**src/rtl/m2_bus_capture_pkg.sv**
```systemverilog
// rtl/m2_bus_capture_pkg.sv - shared bus-capture state encoding, timing defaults and helpers
package m2_bus_capture_pkg;

  typedef enum logic [2:0] {
    ST_ARM    = 3'd0,
    ST_IDLE   = 3'd1,
    ST_HIGH   = 3'd2,
    ST_COMMIT = 3'd3,
    ST_STUCK  = 3'd4
  } cap_state_t;

  localparam int DEF_SYNC_STAGES = 2;
  localparam int DEF_MIN_HIGH    = 4;
  localparam int DEF_ADDR_SETTLE = 2;
  localparam int DEF_MAX_HIGH    = 255;

  function automatic logic [7:0] sat_inc8(input logic [7:0] v);
    return (v == 8'hFF) ? v : v + 8'd1;
  endfunction

endpackage

```
**src/rtl/m2_bus_capture_if.sv**
```systemverilog
// rtl/m2_bus_capture_if.sv - raw console CPU bus in, clean captured bus and diagnostics out
interface m2_bus_capture_if;

  logic        m2_raw;
  logic [15:0] cpu_addr_raw;
  logic [7:0]  cpu_dat_raw;
  logic        cpu_rw_raw;
  logic        romsel_n_raw;

  logic [15:0] bus_addr;
  logic [7:0]  bus_dat;
  logic        bus_romsel_n;
  logic        wr_stb;
  logic        rd_stb;
  logic        m2_stuck;
  logic [7:0]  glitch_cnt;

  // master: the console side driving the raw bus and observing captured results
  modport master (
    output m2_raw, cpu_addr_raw, cpu_dat_raw, cpu_rw_raw, romsel_n_raw,
    input  bus_addr, bus_dat, bus_romsel_n, wr_stb, rd_stb, m2_stuck, glitch_cnt
  );

  modport slave (
    input  m2_raw, cpu_addr_raw, cpu_dat_raw, cpu_rw_raw, romsel_n_raw,
    output bus_addr, bus_dat, bus_romsel_n, wr_stb, rd_stb, m2_stuck, glitch_cnt
  );

endinterface

```
**src/rtl/m2_bus_capture_bus_sync_vec.sv**
```systemverilog
// rtl/m2_bus_capture_bus_sync_vec.sv - STAGES-deep flop chain synchronizer for a WIDTH-bit bus
module bus_sync_vec #(
  parameter int WIDTH  = 1,
  parameter int STAGES = 2
) (
  input  logic             clk,
  input  logic             rst,
  input  logic [WIDTH-1:0] d,
  output logic [WIDTH-1:0] q
);

  logic [WIDTH-1:0] stage [STAGES];

  always_ff @(posedge clk or posedge rst) begin
    if (rst) begin
      for (int i = 0; i < STAGES; i++) stage[i] <= '0;
    end else begin
      stage[0] <= d;
      for (int i = 1; i < STAGES; i++) stage[i] <= stage[i-1];
    end
  end

  assign q = stage[STAGES-1];

endmodule

```
**src/rtl/m2_bus_capture.sv**
```systemverilog
// rtl/m2_bus_capture.sv - resamples the console CPU bus and emits one qualified
// read/write strobe per valid M2 high phase, flagging glitched and stuck M2
module m2_bus_capture
  import m2_bus_capture_pkg::*;
#(
  parameter int SYNC_STAGES = DEF_SYNC_STAGES,
  parameter int MIN_HIGH    = DEF_MIN_HIGH,
  parameter int ADDR_SETTLE = DEF_ADDR_SETTLE,
  parameter int MAX_HIGH    = DEF_MAX_HIGH
) (
  input  logic               clk,
  input  logic               rst,
  m2_bus_capture_if.slave    bus
);

  localparam logic [7:0] MIN_HIGH_C = 8'(MIN_HIGH);
  localparam logic [7:0] SETTLE_C   = 8'(ADDR_SETTLE);
  localparam logic [7:0] MAX_HIGH_C = 8'(MAX_HIGH);

  logic [2:0]  ctrl_s;
  logic [15:0] addr_s;
  logic [7:0]  dat_s;
  logic [7:0]  dat_d;
  logic        m2_s, rw_s, romsel_s;

  bus_sync_vec #(.WIDTH(3), .STAGES(SYNC_STAGES)) u_sync_ctrl (
    .clk (clk), .rst (rst),
    .d   ({bus.m2_raw, bus.cpu_rw_raw, bus.romsel_n_raw}),
    .q   (ctrl_s)
  );

  bus_sync_vec #(.WIDTH(16), .STAGES(SYNC_STAGES)) u_sync_addr (
    .clk (clk), .rst (rst), .d (bus.cpu_addr_raw), .q (addr_s)
  );

  bus_sync_vec #(.WIDTH(8), .STAGES(SYNC_STAGES)) u_sync_dat (
    .clk (clk), .rst (rst), .d (bus.cpu_dat_raw), .q (dat_s)
  );

  assign m2_s     = ctrl_s[2];
  assign rw_s     = ctrl_s[1];
  assign romsel_s = ctrl_s[0];

  // Synchronizer outputs are only meaningful once the chain has refilled after
  // reset; ARM must not mistake the cleared flops for a low M2.
  logic [SYNC_STAGES-1:0] prime;
  logic                   primed;

  always_ff @(posedge clk or posedge rst) begin
    if (rst) prime <= '0;
    else     prime <= {prime[SYNC_STAGES-2:0], 1'b1};
  end

  assign primed = prime[SYNC_STAGES-1];

  cap_state_t  state, state_nxt;
  logic [7:0]  hi_cnt, hi_cnt_nxt;
  logic        commit, glitch, latch_addr, late;

  always_comb begin
    state_nxt  = state;
    hi_cnt_nxt = hi_cnt;
    commit     = 1'b0;
    glitch     = 1'b0;
    case (state)
      ST_ARM: begin
        if (primed && !m2_s) state_nxt = ST_IDLE;
      end
      ST_IDLE: begin
        if (m2_s) begin
          state_nxt  = ST_HIGH;
          hi_cnt_nxt = 8'd1;
        end
      end
      ST_HIGH: begin
        if (!m2_s) begin
          if (hi_cnt >= MIN_HIGH_C) begin
            commit    = 1'b1;
            state_nxt = ST_COMMIT;
          end else begin
            glitch    = 1'b1;
            state_nxt = ST_IDLE;
          end
        end else if (hi_cnt >= MAX_HIGH_C) begin
          // counter is saturated: this clk would be high count MAX_HIGH+1
          state_nxt = ST_STUCK;
        end else begin
          hi_cnt_nxt = sat_inc8(hi_cnt);
        end
      end
      ST_COMMIT: begin
        if (m2_s) begin
          state_nxt  = ST_HIGH;
          hi_cnt_nxt = 8'd1;
        end else begin
          state_nxt  = ST_IDLE;
        end
      end
      ST_STUCK: begin
        if (!m2_s) state_nxt = ST_IDLE;
      end
      default: state_nxt = ST_ARM;
    endcase
  end

  always_ff @(posedge clk or posedge rst) begin
    if (rst) begin
      state  <= ST_ARM;
      hi_cnt <= 8'd0;
    end else begin
      state  <= state_nxt;
      hi_cnt <= hi_cnt_nxt;
    end
  end

  logic [15:0] addr_hold;
  logic [7:0]  dat_hold;
  logic        rw_hold, romsel_hold;
  logic [15:0] c_addr;
  logic        c_rw, c_romsel;

  assign latch_addr = (state == ST_HIGH) && (hi_cnt == SETTLE_C);
  // Only reachable when MIN_HIGH <= ADDR_SETTLE: the settle point never came
  assign late     = (hi_cnt <= SETTLE_C);
  assign c_addr   = late ? addr_s   : addr_hold;
  assign c_rw     = late ? rw_s     : rw_hold;
  assign c_romsel = late ? romsel_s : romsel_hold;

  logic [15:0] bus_addr_q;
  logic [7:0]  bus_dat_q;
  logic        bus_romsel_q, wr_stb_q, rd_stb_q, m2_stuck_q;
  logic [7:0]  glitch_cnt_q;

  always_ff @(posedge clk or posedge rst) begin
    if (rst) begin
      dat_d        <= 8'd0;
      dat_hold     <= 8'd0;
      addr_hold    <= 16'd0;
      rw_hold      <= 1'b0;
      romsel_hold  <= 1'b1;
      bus_addr_q   <= 16'd0;
      bus_dat_q    <= 8'd0;
      bus_romsel_q <= 1'b1;
      wr_stb_q     <= 1'b0;
      rd_stb_q     <= 1'b0;
      m2_stuck_q   <= 1'b0;
      glitch_cnt_q <= 8'd0;
    end else begin
      dat_d <= dat_s;
      if (state == ST_HIGH) dat_hold <= dat_d;
      if (latch_addr) begin
        addr_hold   <= addr_s;
        rw_hold     <= rw_s;
        romsel_hold <= romsel_s;
      end
      // outputs register on the HIGH->COMMIT edge, so they are valid during COMMIT
      if (commit) begin
        bus_addr_q   <= c_addr;
        bus_dat_q    <= dat_hold;
        bus_romsel_q <= c_romsel;
      end
      wr_stb_q   <= commit && !c_rw;
      rd_stb_q   <= commit &&  c_rw;
      m2_stuck_q <= (state_nxt == ST_STUCK);
      if (glitch) glitch_cnt_q <= sat_inc8(glitch_cnt_q);
    end
  end

  assign bus.bus_addr     = bus_addr_q;
  assign bus.bus_dat      = bus_dat_q;
  assign bus.bus_romsel_n = bus_romsel_q;
  assign bus.wr_stb       = wr_stb_q;
  assign bus.rd_stb       = rd_stb_q;
  assign bus.m2_stuck     = m2_stuck_q;
  assign bus.glitch_cnt   = glitch_cnt_q;

endmodule

```
**src/flat_wrapper.sv**
```systemverilog
// flat-port wrapper written by rule: the top's interface ports become plain ports
module m2_bus_capture_flat import m2_bus_capture_pkg::*;
#(
  parameter int SYNC_STAGES = DEF_SYNC_STAGES,
  parameter int MIN_HIGH    = DEF_MIN_HIGH,
  parameter int ADDR_SETTLE = DEF_ADDR_SETTLE,
  parameter int MAX_HIGH    = DEF_MAX_HIGH
)
  (clk, rst, bus_m2_raw, bus_cpu_addr_raw, bus_cpu_dat_raw, bus_cpu_rw_raw, bus_romsel_n_raw, bus_bus_addr, bus_bus_dat, bus_bus_romsel_n, bus_wr_stb, bus_rd_stb, bus_m2_stuck, bus_glitch_cnt);
  m2_bus_capture_if bus_i ();
  input  logic clk;
  input  logic rst;
  input wire logic [$bits(bus_i.m2_raw)-1:0] bus_m2_raw;
  input wire logic [$bits(bus_i.cpu_addr_raw)-1:0] bus_cpu_addr_raw;
  input wire logic [$bits(bus_i.cpu_dat_raw)-1:0] bus_cpu_dat_raw;
  input wire logic [$bits(bus_i.cpu_rw_raw)-1:0] bus_cpu_rw_raw;
  input wire logic [$bits(bus_i.romsel_n_raw)-1:0] bus_romsel_n_raw;
  output wire logic [$bits(bus_i.bus_addr)-1:0] bus_bus_addr;
  output wire logic [$bits(bus_i.bus_dat)-1:0] bus_bus_dat;
  output wire logic [$bits(bus_i.bus_romsel_n)-1:0] bus_bus_romsel_n;
  output wire logic [$bits(bus_i.wr_stb)-1:0] bus_wr_stb;
  output wire logic [$bits(bus_i.rd_stb)-1:0] bus_rd_stb;
  output wire logic [$bits(bus_i.m2_stuck)-1:0] bus_m2_stuck;
  output wire logic [$bits(bus_i.glitch_cnt)-1:0] bus_glitch_cnt;
  assign bus_i.m2_raw = bus_m2_raw;
  assign bus_i.cpu_addr_raw = bus_cpu_addr_raw;
  assign bus_i.cpu_dat_raw = bus_cpu_dat_raw;
  assign bus_i.cpu_rw_raw = bus_cpu_rw_raw;
  assign bus_i.romsel_n_raw = bus_romsel_n_raw;
  assign bus_bus_addr = bus_i.bus_addr;
  assign bus_bus_dat = bus_i.bus_dat;
  assign bus_bus_romsel_n = bus_i.bus_romsel_n;
  assign bus_wr_stb = bus_i.wr_stb;
  assign bus_rd_stb = bus_i.rd_stb;
  assign bus_m2_stuck = bus_i.m2_stuck;
  assign bus_glitch_cnt = bus_i.glitch_cnt;
  m2_bus_capture #(.SYNC_STAGES(SYNC_STAGES), .MIN_HIGH(MIN_HIGH), .ADDR_SETTLE(ADDR_SETTLE), .MAX_HIGH(MAX_HIGH)) u_core (.clk(clk), .rst(rst), .bus(bus_i));
endmodule
```
**config.mk**
```make
export PLATFORM = sky130hd
export DESIGN_NAME = m2_bus_capture_flat
export DESIGN_NICKNAME = d
export VERILOG_FILES = /design/src/rtl/m2_bus_capture_pkg.sv /design/src/rtl/m2_bus_capture_if.sv /design/src/rtl/m2_bus_capture_bus_sync_vec.sv /design/src/rtl/m2_bus_capture.sv /design/src/flat_wrapper.sv
export SDC_FILE = /design/constraint.sdc
export NUM_CORES = 1
export LEC_CHECK = 0
export ABC_CLOCK_PERIOD_IN_PS = 2600
export CAP_MARGIN = 10
export CORE_UTILIZATION = 26
export CTS_CLUSTER_DIAMETER = 120
export DETAILED_ROUTE_END_ITERATION = 8
export GPL_ROUTABILITY_DRIVEN = 0
export PLACE_DENSITY = 0.54
export SKIP_LAST_GASP = 1
export SYNTH_ARGS = -nofsm -noshare
export SYNTH_HDL_FRONTEND = slang
export SYNTH_HIERARCHICAL = 1
export SYNTH_SLANG_ARGS = --single-unit
export TNS_END_PERCENT = 10
```
**constraint.sdc**
```tcl
create_clock -name clk -period 2.6 [get_ports clk]
set_clock_uncertainty 0.2 [all_clocks]
set_input_delay 0.39 -clock clk [delete_from_list [all_inputs] [get_ports clk]]
set_output_delay 0.39 -clock clk [all_outputs]
set_load 0.005 [all_outputs]
```
### After elaboration in Yosys (flattened, before gate mapping)

Index checks and enable logic that the tools add are counted.

* muxes and demuxes: 22
* div/mod/pow operators: 0
* multiply operators: 0
* shift-type cells: 0
* add/subtract/negate cells: 2
* order comparisons: 3
* bitwise logic cells: 1
* reduce and logical (&&, ||, !) cells: 11
* equal/unequal tests: 12

Operators by type and width (count)
* $mux 8: 4
* $add 8x1->8 const B: 2
* $eq 8x8->1 const B: 2
* $mux 16: 1
* $pmux 8 s2: 1
* $mux 3: 5
* $pmux 3 s5: 1
* $eq 8x2->1 const B: 1
* $ge 8x3->1 const B: 1
* $ge 8x8->1 const B: 1
* $le 8x2->1 const B: 1
* $mux 1: 8
* $eq 3x2->1 const B: 2
* $eq 3x3->1 const B: 2
* $ne 2x2->1 const B: 3
* $reduce_and 5->1: 1
* $logic_and 1x1->1: 4
* $mux 2: 2
* $eq 3x1->1 const B: 1
* $logic_not 3->1: 1
* $logic_not 1->1: 2
* $ne 2x1->1 const B: 1
* $reduce_and 2->1: 1
* $reduce_bool 2->1: 1
* other kinds (2): 2

* word-level logic and storage cells: 72
* output and inout port bits: 36
* bits in writable memories: 0
* register bits after elaboration: 137
* memory bits (read-only): 0
* latch bits: 0
* input port bits: 29
* memories: 0

### Longest topological paths before layout

Gate-level depths: netlist of run 1.

* word-level depth: 5
* gate-level depth with buffers: 6
* mapped depth without buffers: 5

### Modules after synthesis

Netlist of run 1, hierarchy kept.

Modules (own cells, without submodules)
* m2_bus_capture: cells each 229, seq. area each 2079.5 µm², area an instance 3303.2 µm², instances 1
* bus_sync_vec at u_core.u_sync_addr: cells each 49, seq. area each 800.8 µm², area an instance 924.6 µm², instances 1
* bus_sync_vec at u_core.u_sync_dat: cells each 25, seq. area each 400.4 µm², area an instance 464.2 µm², instances 1
* bus_sync_vec at u_core.u_sync_ctrl: cells each 10, seq. area each 150.1 µm², area an instance 176.4 µm², instances 1

### Least setup slack after synthesis of run 1

Ideal clock, no wire load.

* kind: reg2reg
* start: register u_core.hi_cnt[4]
* end: register u_core.glitch_cnt_q[6], in the netlist u_core/bus.glitch_cnt[6]
* arrival: 2.093 ns
* setup slack: 0.180 ns
* library setup time: 0.128 ns
* buffers on the path: 1
* required time: 2.272 ns
* clock period less this slack: 2.420 ns
* cell stages (with the launch flop): 6
* cells stage by stage: dfrtp_1 > or4_4 > or4b_4 > buf_6 > nor3_1 > mux2_1

* cells in the longest elaborated chain, start to end: 5

RTL lines
* start, declared: RTL line m2_bus_capture.sv:57 `logic [7:0] hi_cnt, hi_cnt_nxt;`
* start signal, assigned: RTL line m2_bus_capture.sv:112 `hi_cnt <= hi_cnt_nxt;`
* $ge 8x3->1: RTL line m2_bus_capture.sv:77 `if (hi_cnt >= MIN_HIGH_C) begin`
* $mux 1: RTL line m2_bus_capture.sv:77
* $mux 1: RTL line m2_bus_capture.sv:76 `if (!m2_s) begin`
* $mux 1: RTL line m2_bus_capture.sv:65 `case (state)`
* $reduce_and 2->1 (no line)
* end signal, assigned: RTL line m2_bus_capture.sv:165 `if (glitch) glitch_cnt_q <= sat_inc8(glitch_cnt_q);`
* end, declared: RTL line m2_bus_capture.sv:132 `logic [7:0] glitch_cnt_q;`

Every way passes these cells.
A chain may end at the register's enable or synchronous reset.

### Final worst setup path of run 1

* start: register u_core.u_sync_ctrl.stage, in the netlist u_core/u_sync_ctrl/q[2]
* end: register u_core.glitch_cnt_q[6], in the netlist u_core/bus.glitch_cnt[6]

* cells in the longest elaborated chain, start to end: 3

RTL lines
* start, declared: RTL line m2_bus_capture_bus_sync_vec.sv:12 `logic [WIDTH-1:0] stage [STAGES];`
* $mux 1: RTL line m2_bus_capture.sv:76
* $mux 1: RTL line m2_bus_capture.sv:65
* $reduce_and 2->1 (no line)

Every way passes these cells.

==> flow_summary.json, run 1 <==
{
  "grtUsageTotal": 0.09924,
  "slew_viol_final": 0,
  "syn_to_final_growth_pct": 28.71,
  "rows": 49,
  "status": "finished, violations left",
  "placed_area_mm2": 0.005635,
  "min_path_type": "in2async",
  "maxClockFrequency_ghz": 0.3910,
  "htreeDepth": 4,
  "final_nets": 403,
  "die_h_um": 138.8,
  "dr.pass1.iters": 6,
  "cts_buffers": 17,
  "synth.distinct_cells": 45,
  "dp.cells": 580,
  "wire_per_inst_um": 13.79,
  "hpwlAfterDp_mm": 5.400,
  "synth_warnings": 6,
  "cts_root_buf": "clkbuf_16",
  "worst_pin_slew_ps": 846.3,
  "routed_via_density": 4.197,
  "critical_path_arrival_ps": 2660,
  "port_buffers": 64,
  "worstPathMaxFanout": 6,
  "rsz0062_at_grt": "yes",
  "reg2reg_setup_slack_ps": 40,
  "fin_area_mm2": 0.006266,
  "yosysSeqAreaShare": 0.7047,
  "initial_core_util": 0.2683,
  "ys_top_cells_by_area": "dfrtp_1 69%, mux2_1 11%, buf_4 4.2%",
  "post_cts.repair.setup_buffers": 0,
  "netlist_area_mm2": 0.004868,
  "synth_seq_cells": 137,
  "endpoint_kind": "flip-flop",
  "grt_pass1_wl_mm": 14.32,
  "grt_antenna_before_repair": 0,
  "holdBufCountCts": 0,
  "dr_total_vias": 2573,
  "timing.rr.start": "u_core/u_sync_ctrl/q[2]",
  "rr_worst_depth": 5,
  "slew_headroom": 0.4332,
  "p_leak_nw": 2.796,
  "grt_overflow": 0,
  "yosysTopAreaCell": "dfrtp_1",
  "synth_nets": 345,
  "cts_resized": 0,
  "grt_pass1_vias": 2760,
  "finalHoldViolations": 0,
  "totalWireLength_mm": 8.452,
  "diodes": 0,
  "netlist.area_leader.share": 0.6939,
  "path_clk_slew_ps": 70,
  "drc": 6,
  "clkSinkCount": 137,
  "clk_latency_ps": 420,
  "rr_endpoint": "u_core/bus.glitch_cnt[6]",
  "avgSynthCellArea_um2": 15.55,
  "die_area_mm2": 0.01928,
  "dieWidth_um": 138.8,
  "coreArea_mm2": 0.01815,
  "required_ps": 2700,
  "setup_violations": 0,
  "drive_above_1_share": 0.1641,
  "finalCritPeriodShare": 0.9836,
  "maxCapViolations": 0,
  "power_density_mw_per_mm2": 953.6,
  "cts_tree": "built",
  "utilization": 0.3453,
  "startpoint": "u_core/u_sync_ctrl/q[2]",
  "ant_nets": 0,
  "pin_count": 65,
  "cts_max_path_buffers": 2,
  "finalSetupTns_ps": 0,
  "critical_path_class": "reg2reg",
  "violations": "DRC",
  "syn-instance-count": 313,
  "final_cells": 613,
  "finalWorstPathRequiredPeriod_ps": 2557,
  "initialDrtViolationCount": 93,
  "start_kind": "flip-flop",
  "grt_max_degree": 84,
  "max-vdd-ir-drop_uv": 453.4
}
layout make-up:
| class | instances | area, µm² |
|---|---|---|
| clock buffers | 17 | 425.4 |
| clock inverters | 15 | 196.4 |
| fillers | 1762 | 11880 |
| inverters | 8 | 33.78 |
| multi-input cells | 136 | 1187 |
| flip-flops and latches | 137 | 3431 |
| well taps | 229 | 286.5 |
| repair buffers | 71 | 705.7 |
stage by stage:
| step | hold WS, ps | power, mW | setup slack [ps] |
|---|---|---|---|
| 6_report | 118.6 | 5.976 | 42.56 |
| 5_1_grt | 130.1 | 6.309 | -80.57 |
| 4_1_cts | 109.8 | 6.093 | 32.07 |
| 3_5_place_dp | 134.7 | 3.622 | 7.065 |
| 3_3_place_gp | 132.1 | 3.580 | 44.96 |
| 2_1_floorplan | -19.04 | 3.146 | 179.6 |
cell usage after synthesis, drive strengths merged:
master     n
a21bo      1
a31o       1
a31oi      3
and2       2
and3       4
and3b      1
buf       31
clkbuf     2
conb       1
dfrtp    135
dfstp      2
ha         3
inv        8
mux2      54
nand2      5
nand2b     5
nand3     10
nand4      3
nor2       4
nor2b      2
nor3       7
nor4       3
nor4b      2
o211ai     2
o21a       1
o21ai      7
o22a       2
o2bb2ai    1
or2        2
or3        1
or4        2
or4b       1
xor2       5
logic make-up after synthesis:
group | count (synthesis) | share of synthesized area
flops | 137 | 0.7047
mux | 54 | 0.1249
simple gates | 54 | 0.07325
buf+inv | 41 | 0.05474
compound gates | 18 | 0.02493
xor+xnor | 5 | 0.008995
fa+ha+maj | 3 | 0.007711
other cells | 1 | 0.0007703
repair_timing:
item                                    CTS  global route
pin swaps                                 0             0
endpoints found under the setup margin    3            13
gates cloned                              1             0
registers in the layout (all words and copies together), names as in the netlist, 16 cells and up:
name                      cells
u_core/addr_hold             16
u_core/bus.bus_addr          16
u_core/u_sync_addr/q         16
u_core/u_sync_addr/stage     16
critical path, cell delays in order (launching register included):
cell and delay, ps:
dfrtp_1 430, nor4b_1 440, buf_4 220, or4b_4 530, nor3_1 260, mux2_1 350
layout by cell type (no fill, tap or decap), types with 7 or more instances in the layout:
cell type        Yosys  routed
mux2_2               8       8
clkbuf_16            0      17
dfrtp_1            135     135
inv_1                8       7
mux2_1              46      46
clkdlybuf4s50_1      0      64
nand3_1             10      10
power by group:
part / switching (mW) / total (mW) / internal (mW)
clock network: 1.10 / 2.42 / 1.32
logic: 0.301 / 0.809 / 0.508
registers: 0.235 / 2.75 / 2.52
worst max-delay path by stage:
stage                     depth (start not counted)                        to
after detailed placement                          4    u_core/bus.bus_addr[2]
after global routing                              4   u_core/bus.bus_addr[15]
after floorplan                                   5  u_core/bus.glitch_cnt[6]
after CTS                                         5  u_core/bus.glitch_cnt[6]
final                                             5  u_core/bus.glitch_cnt[6]
after global placement                            4    u_core/bus.bus_addr[7]
routing by layer:
| metal | track usage | vias to the layer above | routed length, µm |
|---|---|---|---|
| met1 | 0.1169 | 1332 | 3641 |
| met3 | 0.03211 | 12 | 387 |
| met2 | 0.1571 | 57 | 4276 |
| met4 | 0.06257 | 0 | 148 |
| li1 | - | 1172 | - |
| met5 | 0 | - | 0 |
Note: power is estimated with default switching activity, not from simulation.
==> run 2: changes to the inputs <==
--- a/config.mk
+++ b/config.mk
@@ -11,7 +11,6 @@
 export CTS_CLUSTER_DIAMETER = 120
 export DETAILED_ROUTE_END_ITERATION = 8
 export GPL_ROUTABILITY_DRIVEN = 0
-export PLACE_DENSITY = 0.54
 export SKIP_LAST_GASP = 1
 export SYNTH_ARGS = -nofsm -noshare
 export SYNTH_HDL_FRONTEND = slang
==> run 2 against run 1 <==
- the flow still finishes with violations (DRC)
- final area is 0.28% lower
- final cell count is 0.16% higher
- routed wire length is 2.2% higher
- die area stayed put
- core utilization is 0.096 points lower
- hold slack better by 25 ps
- combinational power is 1% higher
- non-clock buffer count is 2 higher
- global-route usage hardly changed
- sequential power hardly changed
- critical path type unchanged
==> flow_summary.json, run 2 (synthesis gave the netlist of run 1 again) <==
{
  "power_density_mw_per_mm2": 953.3,
  "timing.rr.start": "u_core/hi_cnt[4]",
  "rsz0062_at_grt": "no",
  "p_int_mw": 4.520,
  "dr_total_vias": 2588,
  "whs_endpoint": "u_core/dat_d[1]",
  "finalCritPeriodShare": 0.9840,
  "ant_nets": 0,
  "endpoint_kind": "flip-flop",
  "initial_core_util": 0.2683,
  "power_frac_seq": 0.462,
  "critical_path_class": "reg2reg",
  "grt_overflow": 0,
  "path_clk_slew_ps": 60,
  "finalSetupTns_ps": 0,
  "drive_above_1_share": 0.1610,
  "drc": 2,
  "grt_pass1_vias": 2756,
  "max-vdd-ir-drop_uv": 470.0,
  "whs_ps": 144.0,
  "p_total_mw": 5.957,
  "required_ps": 2690,
  "maxClockFrequency_ghz": 0.3909,
  "slowest_delay_ps": 560,
  "holdBufCountCts": 0,
  "final_nets": 404,
  "pwr-share-clk": 0.401,
  "grtUsageTotal": 0.09895,
  "worstPathCellList": "or4_4 > or4b_4 > nor3_1 > mux2_1",
  "dieWidth_um": 138.8,
  "worst_pin_slew_ps": 624.0,
  "cts_tree": "built",
  "p_sw_mw": 1.437,
  "multi_input_area_mm2": 0.001174,
  "fillers": 1754,
  "rr_endpoint": "u_core/bus.glitch_cnt[6]",
  "hold_depth": 0,
  "grt_max_degree": 57,
  "status": "finished, violations left",
  "hpwlAfterDp_mm": 5.592,
  "p_leak_nw": 2.792,
  "pin_count": 65,
  "reg2reg_setup_slack_ps": 40,
  "finalHoldViolations": 0,
  "initialDrtViolationCount": 125,
  "start_kind": "flip-flop",
  "final_cell_mix": "135 x dfrtp_1, 64 x clkdlybuf4s50_1, 46 x mux2_1",
  "maxCapViolations": 0,
  "dr.pass1.iters": 8,
  "syn_to_final_growth_pct": 28.35,
  "rows": 49,
  "wire_per_inst_um": 14.07,
  "coreArea_mm2": 0.01815,
  "setup_violations": 0,
  "swShare": 0.2412,
  "rr_worst_depth": 4,
  "die_h_um": 138.8,
  "die_area_mm2": 0.01928,
  "cts_root_buf": "clkbuf_16",
  "pwr-share-comb": 0.138,
  "cp_slowest_cell": "or4_4",
  "clk_latency_ps": 410,
  "diodes": 0,
  "post_cts.repair.setup_buffers": 0,
  "routed_via_density": 4.215,
  "clkSinkCount": 137,
  "port_buffers": 64,
  "totalWireLength_mm": 8.636,
  "violations": "DRC",
  "slew_viol_final": 0,
  "cts_buffers": 17,
  "grt_antenna_before_repair": 0,
  "finalWorstPathRequiredPeriod_ps": 2558,
  "cts_max_path_buffers": 2,
  "worstPathMaxFanout": 7,
  "mostFrequentLayoutCell": "dfrtp_1",
  "register_area_mm2": 0.003431,
  "min-delay-start": "u_core/u_sync_dat/q[1]",
  "critical_path_arrival_ps": 2650,
  "grt_pass1_wl_mm": 14.47,
  "min_path_type": "reg2reg",
  "slew_headroom": 0.5835,
  "cts_resized": 0,
  "htreeDepth": 4
}
[run 2: cell types whose count changed in the layout (fill, tap and decap cells not counted), sizes merged]
cell and delta:
bufinv +2, buf +2, clkinv -3, nor2b -1, clkinvlp +2, clkbuf +5
inv -6
[run 2: worst max-delay path, delay by kind of cell (launching register included)]
| family | cells | cell delay, ps |
|---|---|---|
| flip-flops | 1 | 430 |
| multiplexers | 1 | 360 |
| AND/OR/NAND/NOR | 3 | 1440 |
[run 2: cell type report]
type / count / area share
inverters: 8 / 0.005406
multi-input cells: 135 / 0.1878
repair buffers: 73 / 0.1173
clock buffers: 22 / 0.07589
well taps: 229 / 0.04586
flip-flops and latches: 137 / 0.5491
clock inverters: 10 / 0.01862
[run 2: how the worst max path moves through the flow]
stage | startpoint | to | cells after the start
floorplan | u_core/hi_cnt[4] | u_core/bus.glitch_cnt[6] | 5
global placement | u_core/hi_cnt[4] | u_core/bus.glitch_cnt[6] | 4
detailed placement | u_core/hi_cnt[4] | u_core/bus.glitch_cnt[6] | 4
CTS | u_core/hi_cnt[4] | u_core/bus.glitch_cnt[6] | 4
global route | u_core/hi_cnt[4] | u_core/bus.glitch_cnt[6] | 4
finish | u_core/hi_cnt[4] | u_core/bus.glitch_cnt[6] | 4
[run 2: power groups by stage]
stage,clock network [mW],logic [mW],registers (mW)
final,2.39,0.820,2.75
after global placement,0,0.806,2.77
after floorplan,0,0.411,2.74
after global routing,2.54,0.908,2.81
after CTS,2.46,0.843,2.76
after detailed placement,0,0.836,2.79
[run 2: stage by stage]
stage	setup WS [ps]	std cells	area (µm²)	utilization
2_1_floorplan	179.6	313	4872	-
3_3_place_gp	158.8	582	5658	0.3118
3_5_place_dp	102.5	582	5658	0.3118
4_1_cts	87.57	614	6248	0.3443
5_1_grt	0.2007	614	6248	0.3443
6_report	41.54	614	6248	0.3443
[run 2: layer usage]
metal  global-route usage  routed length (µm)
met1               0.1174                3733
met2               0.1592                4350
met3              0.02762                 341
met4              0.06199                 211
met5                    0                   0
